**src/rtl/spi_uart_pkg.sv**
```systemverilog
// Shared definitions for the SPI-to-UART frame scheduler: state encoding,
// line terminator bytes and the nibble-to-ASCII helper used by SPI_UART_HEX_EN builds.
package spi_uart_pkg;

  typedef enum logic [3:0] {
    IDLE         = 4'd0,
    SPI_REQ      = 4'd1,
    SPI_WAIT     = 4'd2,
    UART_REQ     = 4'd3,
    UART_WAIT    = 4'd4,
    UART_REQ_LO  = 4'd5,
    UART_WAIT_LO = 4'd6,
    EOL_CR       = 4'd7,
    EOL_CR_WAIT  = 4'd8,
    EOL_LF       = 4'd9,
    EOL_LF_WAIT  = 4'd10,
    DONE         = 4'd11
  } state_t;

  localparam logic [7:0] ASCII_CR = 8'h0D;
  localparam logic [7:0] ASCII_LF = 8'h0A;

  // Uppercase hex digit: 0-9 -> '0'..'9', A-F -> 'A'..'F'
  function automatic logic [7:0] hex_ascii(input logic [3:0] nib);
    return (nib < 4'd10) ? (8'h30 + {4'h0, nib}) : (8'h37 + {4'h0, nib});
  endfunction

endpackage

```
**src/rtl/spi_uart_tick.sv**
```systemverilog
// Free-running PERIOD counter for auto mode; held at zero while enable is low,
// tick is high in the last count of each period.
module spi_uart_tick #(
  parameter int unsigned PERIOD = 1_000_000
) (
  input  logic clk,
  input  logic rst,
  input  logic enable,
  output logic tick
);

  localparam int unsigned CW = (PERIOD > 1) ? $clog2(PERIOD) : 1;
  localparam logic [CW-1:0] LAST = CW'(PERIOD - 1);

  logic [CW-1:0] tick_cnt_reg;

  always_ff @(posedge clk or posedge rst) begin
    if (rst) begin
      tick_cnt_reg <= '0;
    end else if (!enable || tick_cnt_reg == LAST) begin
      tick_cnt_reg <= '0;
    end else begin
      tick_cnt_reg <= tick_cnt_reg + 1'b1;
    end
  end

  assign tick = enable && (tick_cnt_reg == LAST);

endmodule

```
**src/rtl/spi_uart_scheduler.sv**
```systemverilog
// Frame sequencer: reads NUM_REGS SPI registers and forwards each byte to the UART.
// Define SPI_UART_HEX_EN to send each byte as two ASCII hex chars and end frames with CR/LF.
module spi_uart_scheduler
  import spi_uart_pkg::*;
#(
  parameter logic [6:0]  ADDR_BASE = 7'h00,
  parameter int unsigned NUM_REGS  = 4,
  parameter int unsigned PERIOD    = 1_000_000,
  parameter int unsigned TIMEOUT   = 65535
) (
  input  logic       clk,
  input  logic       rst,
  input  logic       enable,
  input  logic       start,
  output logic       spi_en,
  output logic       spi_rw,
  output logic [6:0] spi_addr,
  input  logic [7:0] spi_rdata,
  input  logic       spi_done,
  output logic       uart_en,
  output logic [7:0] uart_data,
  input  logic       uart_done,
  output logic       busy,
  output logic       err,
  output logic [7:0] frame_cnt
);

  localparam int unsigned WW = $clog2(TIMEOUT + 1);
  localparam logic [3:0]    LAST_IDX  = 4'(NUM_REGS - 1);
  localparam logic [WW-1:0] WAIT_LAST = WW'(TIMEOUT - 1);

  state_t        state_reg, state_next;
  logic [3:0]    idx_reg, idx_next;
  logic [WW-1:0] wait_cnt_reg, wait_cnt_next;
  logic [7:0]    frame_cnt_reg, frame_cnt_next;
  logic          err_reg, err_next;
  logic          busy_reg, busy_next;
  logic          spi_en_reg, spi_en_next;
  logic [6:0]    spi_addr_reg, spi_addr_next;
  logic          uart_en_reg, uart_en_next;
  logic [7:0]    uart_data_reg, uart_data_next;
  logic          tick;
  logic          wait_expired;
  logic          abort;
`ifdef SPI_UART_HEX_EN
  logic [3:0]    lo_nib_reg, lo_nib_next;
`endif

  spi_uart_tick #(.PERIOD(PERIOD)) u_tick (
    .clk    (clk),
    .rst    (rst),
    .enable (enable),
    .tick   (tick)
  );

  always_ff @(posedge clk or posedge rst) begin
    if (rst) begin
      state_reg     <= IDLE;
      idx_reg       <= '0;
      wait_cnt_reg  <= '0;
      frame_cnt_reg <= '0;
      err_reg       <= 1'b0;
      busy_reg      <= 1'b0;
      spi_en_reg    <= 1'b0;
      spi_addr_reg  <= '0;
      uart_en_reg   <= 1'b0;
      uart_data_reg <= '0;
`ifdef SPI_UART_HEX_EN
      lo_nib_reg    <= '0;
`endif
    end else begin
      state_reg     <= state_next;
      idx_reg       <= idx_next;
      wait_cnt_reg  <= wait_cnt_next;
      frame_cnt_reg <= frame_cnt_next;
      err_reg       <= err_next;
      busy_reg      <= busy_next;
      spi_en_reg    <= spi_en_next;
      spi_addr_reg  <= spi_addr_next;
      uart_en_reg   <= uart_en_next;
      uart_data_reg <= uart_data_next;
`ifdef SPI_UART_HEX_EN
      lo_nib_reg    <= lo_nib_next;
`endif
    end
  end

  assign wait_expired = (wait_cnt_reg == WAIT_LAST);

  // Strobes are registered from the request state, so they appear one cycle after it.
  always_comb begin
    state_next     = state_reg;
    idx_next       = idx_reg;
    wait_cnt_next  = wait_cnt_reg;
    frame_cnt_next = frame_cnt_reg;
    err_next       = err_reg;
    busy_next      = busy_reg;
    spi_addr_next  = spi_addr_reg;
    uart_data_next = uart_data_reg;
    abort          = 1'b0;
    spi_en_next    = (state_reg == SPI_REQ);
`ifdef SPI_UART_HEX_EN
    lo_nib_next    = lo_nib_reg;
    uart_en_next   = (state_reg == UART_REQ) || (state_reg == UART_REQ_LO) ||
                     (state_reg == EOL_CR)   || (state_reg == EOL_LF);
`else
    uart_en_next   = (state_reg == UART_REQ);
`endif

    case (state_reg)
      IDLE: begin
        if (start || tick) begin
          busy_next  = 1'b1;
          idx_next   = '0;
          err_next   = 1'b0;
          state_next = SPI_REQ;
        end
      end
      SPI_REQ: begin
        spi_addr_next = ADDR_BASE + {3'b000, idx_reg};
        wait_cnt_next = '0;
        state_next    = SPI_WAIT;
      end
      SPI_WAIT: begin
        wait_cnt_next = wait_cnt_reg + 1'b1;
        if (spi_done) begin
`ifdef SPI_UART_HEX_EN
          uart_data_next = hex_ascii(spi_rdata[7:4]);
          lo_nib_next    = spi_rdata[3:0];
`else
          uart_data_next = spi_rdata;
`endif
          state_next = UART_REQ;
        end else begin
          abort = wait_expired;
        end
      end
      UART_REQ: begin
        wait_cnt_next = '0;
        state_next    = UART_WAIT;
      end
      UART_WAIT: begin
        wait_cnt_next = wait_cnt_reg + 1'b1;
        if (uart_done) begin
`ifdef SPI_UART_HEX_EN
          uart_data_next = hex_ascii(lo_nib_reg);
          state_next     = UART_REQ_LO;
`else
          idx_next   = idx_reg + 1'b1;
          state_next = (idx_reg == LAST_IDX) ? DONE : SPI_REQ;
`endif
        end else begin
          abort = wait_expired;
        end
      end
`ifdef SPI_UART_HEX_EN
      UART_REQ_LO: begin
        wait_cnt_next = '0;
        state_next    = UART_WAIT_LO;
      end
      UART_WAIT_LO: begin
        wait_cnt_next = wait_cnt_reg + 1'b1;
        if (uart_done) begin
          idx_next = idx_reg + 1'b1;
          if (idx_reg == LAST_IDX) begin
            uart_data_next = ASCII_CR;
            state_next     = EOL_CR;
          end else begin
            state_next = SPI_REQ;
          end
        end else begin
          abort = wait_expired;
        end
      end
      EOL_CR: begin
        wait_cnt_next = '0;
        state_next    = EOL_CR_WAIT;
      end
      EOL_CR_WAIT: begin
        wait_cnt_next = wait_cnt_reg + 1'b1;
        if (uart_done) begin
          uart_data_next = ASCII_LF;
          state_next     = EOL_LF;
        end else begin
          abort = wait_expired;
        end
      end
      EOL_LF: begin
        wait_cnt_next = '0;
        state_next    = EOL_LF_WAIT;
      end
      EOL_LF_WAIT: begin
        wait_cnt_next = wait_cnt_reg + 1'b1;
        if (uart_done) begin
          state_next = DONE;
        end else begin
          abort = wait_expired;
        end
      end
`endif
      DONE: begin
        frame_cnt_next = frame_cnt_reg + 1'b1;
        busy_next      = 1'b0;
        state_next     = IDLE;
      end
      default: begin
        state_next = IDLE;
      end
    endcase

    // A stalled handshake drops the frame without counting it.
    if (abort) begin
      err_next   = 1'b1;
      busy_next  = 1'b0;
      state_next = IDLE;
    end
  end

  assign spi_en    = spi_en_reg;
  assign spi_rw    = 1'b1;
  assign spi_addr  = spi_addr_reg;
  assign uart_en   = uart_en_reg;
  assign uart_data = uart_data_reg;
  assign busy      = busy_reg;
  assign err       = err_reg;
  assign frame_cnt = frame_cnt_reg;

endmodule

```
**config.mk**
```make
export PLATFORM = sky130hd
export DESIGN_NAME = spi_uart_scheduler
export DESIGN_NICKNAME = d
export VERILOG_FILES = /design/src/rtl/spi_uart_pkg.sv /design/src/rtl/spi_uart_tick.sv /design/src/rtl/spi_uart_scheduler.sv
export SDC_FILE = /design/constraint.sdc
export NUM_CORES = 1
export LEC_CHECK = 0
export CORE_ASPECT_RATIO = 1.2
export CORE_UTILIZATION = 50
export CTS_CLUSTER_DIAMETER = 50
export CTS_CLUSTER_SIZE = 8
export DETAILED_ROUTE_END_ITERATION = 8
export PLACE_DENSITY = 0.88
export RECOVER_POWER = 50
export SLEW_MARGIN = 40
export SYNTH_ARGS = -nofsm -noshare
export SYNTH_HDL_FRONTEND = slang
export SYNTH_HIERARCHICAL = 1
export SYNTH_SLANG_ARGS = --single-unit
export TNS_END_PERCENT = 50
```
**constraint.sdc**
```tcl
create_clock -name clk -period 2 [get_ports clk]
set_input_delay 0.2 -clock clk [delete_from_list [all_inputs] [get_ports clk]]
set_output_delay 0.2 -clock clk [all_outputs]
set_load 0.02 [all_outputs]
```
==> out/qor.txt <==
Status = finished, final reports clean
First-pass GRT wire length = 12,600 um
Layout area overhead = 23.8%
Largest net degree at the start of global routing = 49
Worst-case clock skew = 9.41 ps
Synthesized area = 3400 um^2
Critical Setup Path Class = reg -> reg
Metal2 WL = 3960 um
Commonest cells after routing, fill and taps aside = 68 x dfrtp_1, 31 x clkdlybuf4s50_1, 30 x nor2_1
WP buf/inv = 0
# setup viols final = 0
H-Tree Depth = 3
Final core area utilization = 0.649
Final GP Congestion = 0.854
CTS tree = yes
Async set-reset flop share out of synthesis = 1.00
Top post-synthesis cells by area = dfrtp_1 50%, xnor2_1 5.4%, mux2_2 4.3%
Top delay family on crit path = simple AND/OR/NAND/NOR gates
Max-cap violations = 0
Worst R2R Setup Slack = 30 ps
Top Metal Used = met4
DR pass1 iterations = 4
Tcrit/Tclk final = 0.983
Core Area = 6490 um^2
DRC violations left = 0
Final WL = 7650 um
Worst slew pin tran = 1180 ps
Routed length on met1 = 3120 um
Initial core utilization = 0.525
CP max-delay cell = dfrtp_1
DIE HEIGHT = 92.4 um
Synth cell types = 45
Yosys Warn Count = 6
CTS Root Cell = clkbuf_8
Slew HR = 0.212
Clock-pin slew on the worst setup and hold paths = 70 ps
Prevailing post-synth register cell = dfrtp_1
Min Tclk post-route = 1970 ps
Worst path required time = 2230 ps
Post-Synthesis Cells = 333
DP HPWL = 5270 um
Clock latency on the worst-skew pair = 350 ps
Commonest non-fill, non-tap cell in the layout = dfrtp_1
Worst Setup End Kind = flip-flop
Critical path cell sequence = ha_1, nand4_1, or2_2, nor4_4, o21a_1, mux2i_1, a21o_1
Area share of the largest cell type after synthesis = 0.500
Overflow after GRT = 0
Max FFs per register = 20
Post-route ant nets = 0
DR vias = 2,811
Num CTS Buffers = 9
Final hold violations = 0
Largest area contributor in the netlist = dfrtp_1
Tot GR Track Use = 0.228
Buffers on Ports = 37
Yosys reg bits = 68
VDD IR max = 0.627 mV
Antenna violations before repair = 0
Wire per inst = 15.9 um
Fin. max-slew vios = 0
Crit start category = flip-flop
Number of instances in the placed design = 460
Die area = 7140 um^2
Sequential-to-total area share from yosys stat = 0.500
Power density cells = 1020 nW/um^2
CP max FO = 3
RSZ-0062 raised after global routing = no
Static Leak = 1.74 nW
Io pins = 42
# nets final = 409
# clock sinks = 68
Syn Area/Cell = 10.2 um^2
Peak Freq = 509 MHz
Clock Tree Buf Depth = 2
# diodes = 0
Vias in the first global route = 2,748
Ratio of cells with drive above 1 in the final layout = 0.159
Met3 routed WL = 283 um
Vias per inst = 5.86
Number of flops mapped to enable cells by yosys = 0
WP data arrival = 2200 ps
# rows = 32
Delay of the slowest critical-path stage = 370 ps
Non-Filler Instances = 480
HP Class = in -> reg
Die W = 77.3 um
DR iter-0 viols = 276
==> power breakdown <==
group	switching [mW]	internal (mW)	total [mW]
Clock	0.532	0.697	1.23
Sequential	0.147	1.56	1.71
Combinational	0.727	0.611	1.34
Total	1.41	2.87	4.28
==> synthesized netlist by cell type, types with 2 or more instances <==
library cell,number
a21oi_1,18
and2_1,2
o31ai_1,8
or4_1,11
a21o_1,2
clkbuf_1,7
o21ai_0,14
nand4_1,10
conb_1,2
xnor2_1,21
nor4_1,11
buf_4,4
nand2_1,14
and4_1,2
or2_2,2
dfrtp_1,68
or3_1,8
nand3_1,15
nand3_2,2
buf_2,3
and3_1,6
nand2b_1,2
nor3_1,6
mux2_2,13
nor2_1,30
inv_1,16
nand4b_1,4
nor3b_1,4
xor2_1,6
nor4b_1,3
ha_1,5
==> path summary, 6_finish.rpt <==
check                                       start                 endpoint  cells after the start
setup reg to reg           u_tick/tick_cnt_reg[0]               idx_reg[2]                      7
hold / removal                       spi_rdata[2]             uart_data[2]                      2
setup / recovery           u_tick/tick_cnt_reg[0]               idx_reg[2]                      7
hold reg to reg                      frame_cnt[7]             frame_cnt[7]                      1
max in group asynchronous                     rst                     busy                      3
min in group asynchronous                     rst  u_tick/tick_cnt_reg[19]                      3
==> through the flow <==
step                      power [mW]  hold slack (ps)  instance area (um^2)  TNS, ps  setup slack [ps]
after CTS                       4.28              256                  4190        0              7.87
after global routing            4.48              475                  4210        0              8.63
after global placement          2.99              459                  3960        0               113
after floorplan                 2.57              164                  3420        0              53.9
after detailed placement        3.06              464                  3960    -9.12             -9.12
final                           4.28              467                  4210        0              34.1
==> layer usage <==
metal	global-route usage	up-vias
met2	0.385	104
met1	0.270	1375
met3	0.0355	29
met5	0	-
met4	0.143	0
li1	-	1303
==> cells by family after synthesis <==
group / share of synthesized area
compound gates: 0.0960
mux: 0.0460
buf+inv: 0.0434
other cells: 0.00221
fa+ha+maj: 0.0184
simple gates: 0.225
xor+xnor: 0.0695
flops: 0.500
==> layout make-up <==
cell class	instances	area [um^2]
flip-flops and latches	68	1700
well taps	85	106
fillers	510	2270
clock inverters	7	91.3
repair buffers	60	537
multi-input cells	235	1590
inverters	16	60.1
clock buffers	9	124
==> timing repair <==
action | in CTS | in global routing
cloned | 0 | 0
pin swaps | 0 | 3
resized for setup | 1 | 8
endpoints found under the setup margin | 2 | 23
hold buffers | 0 | 0
setup buffers | 0 | 4
Power figures use the tool's default switching activity.
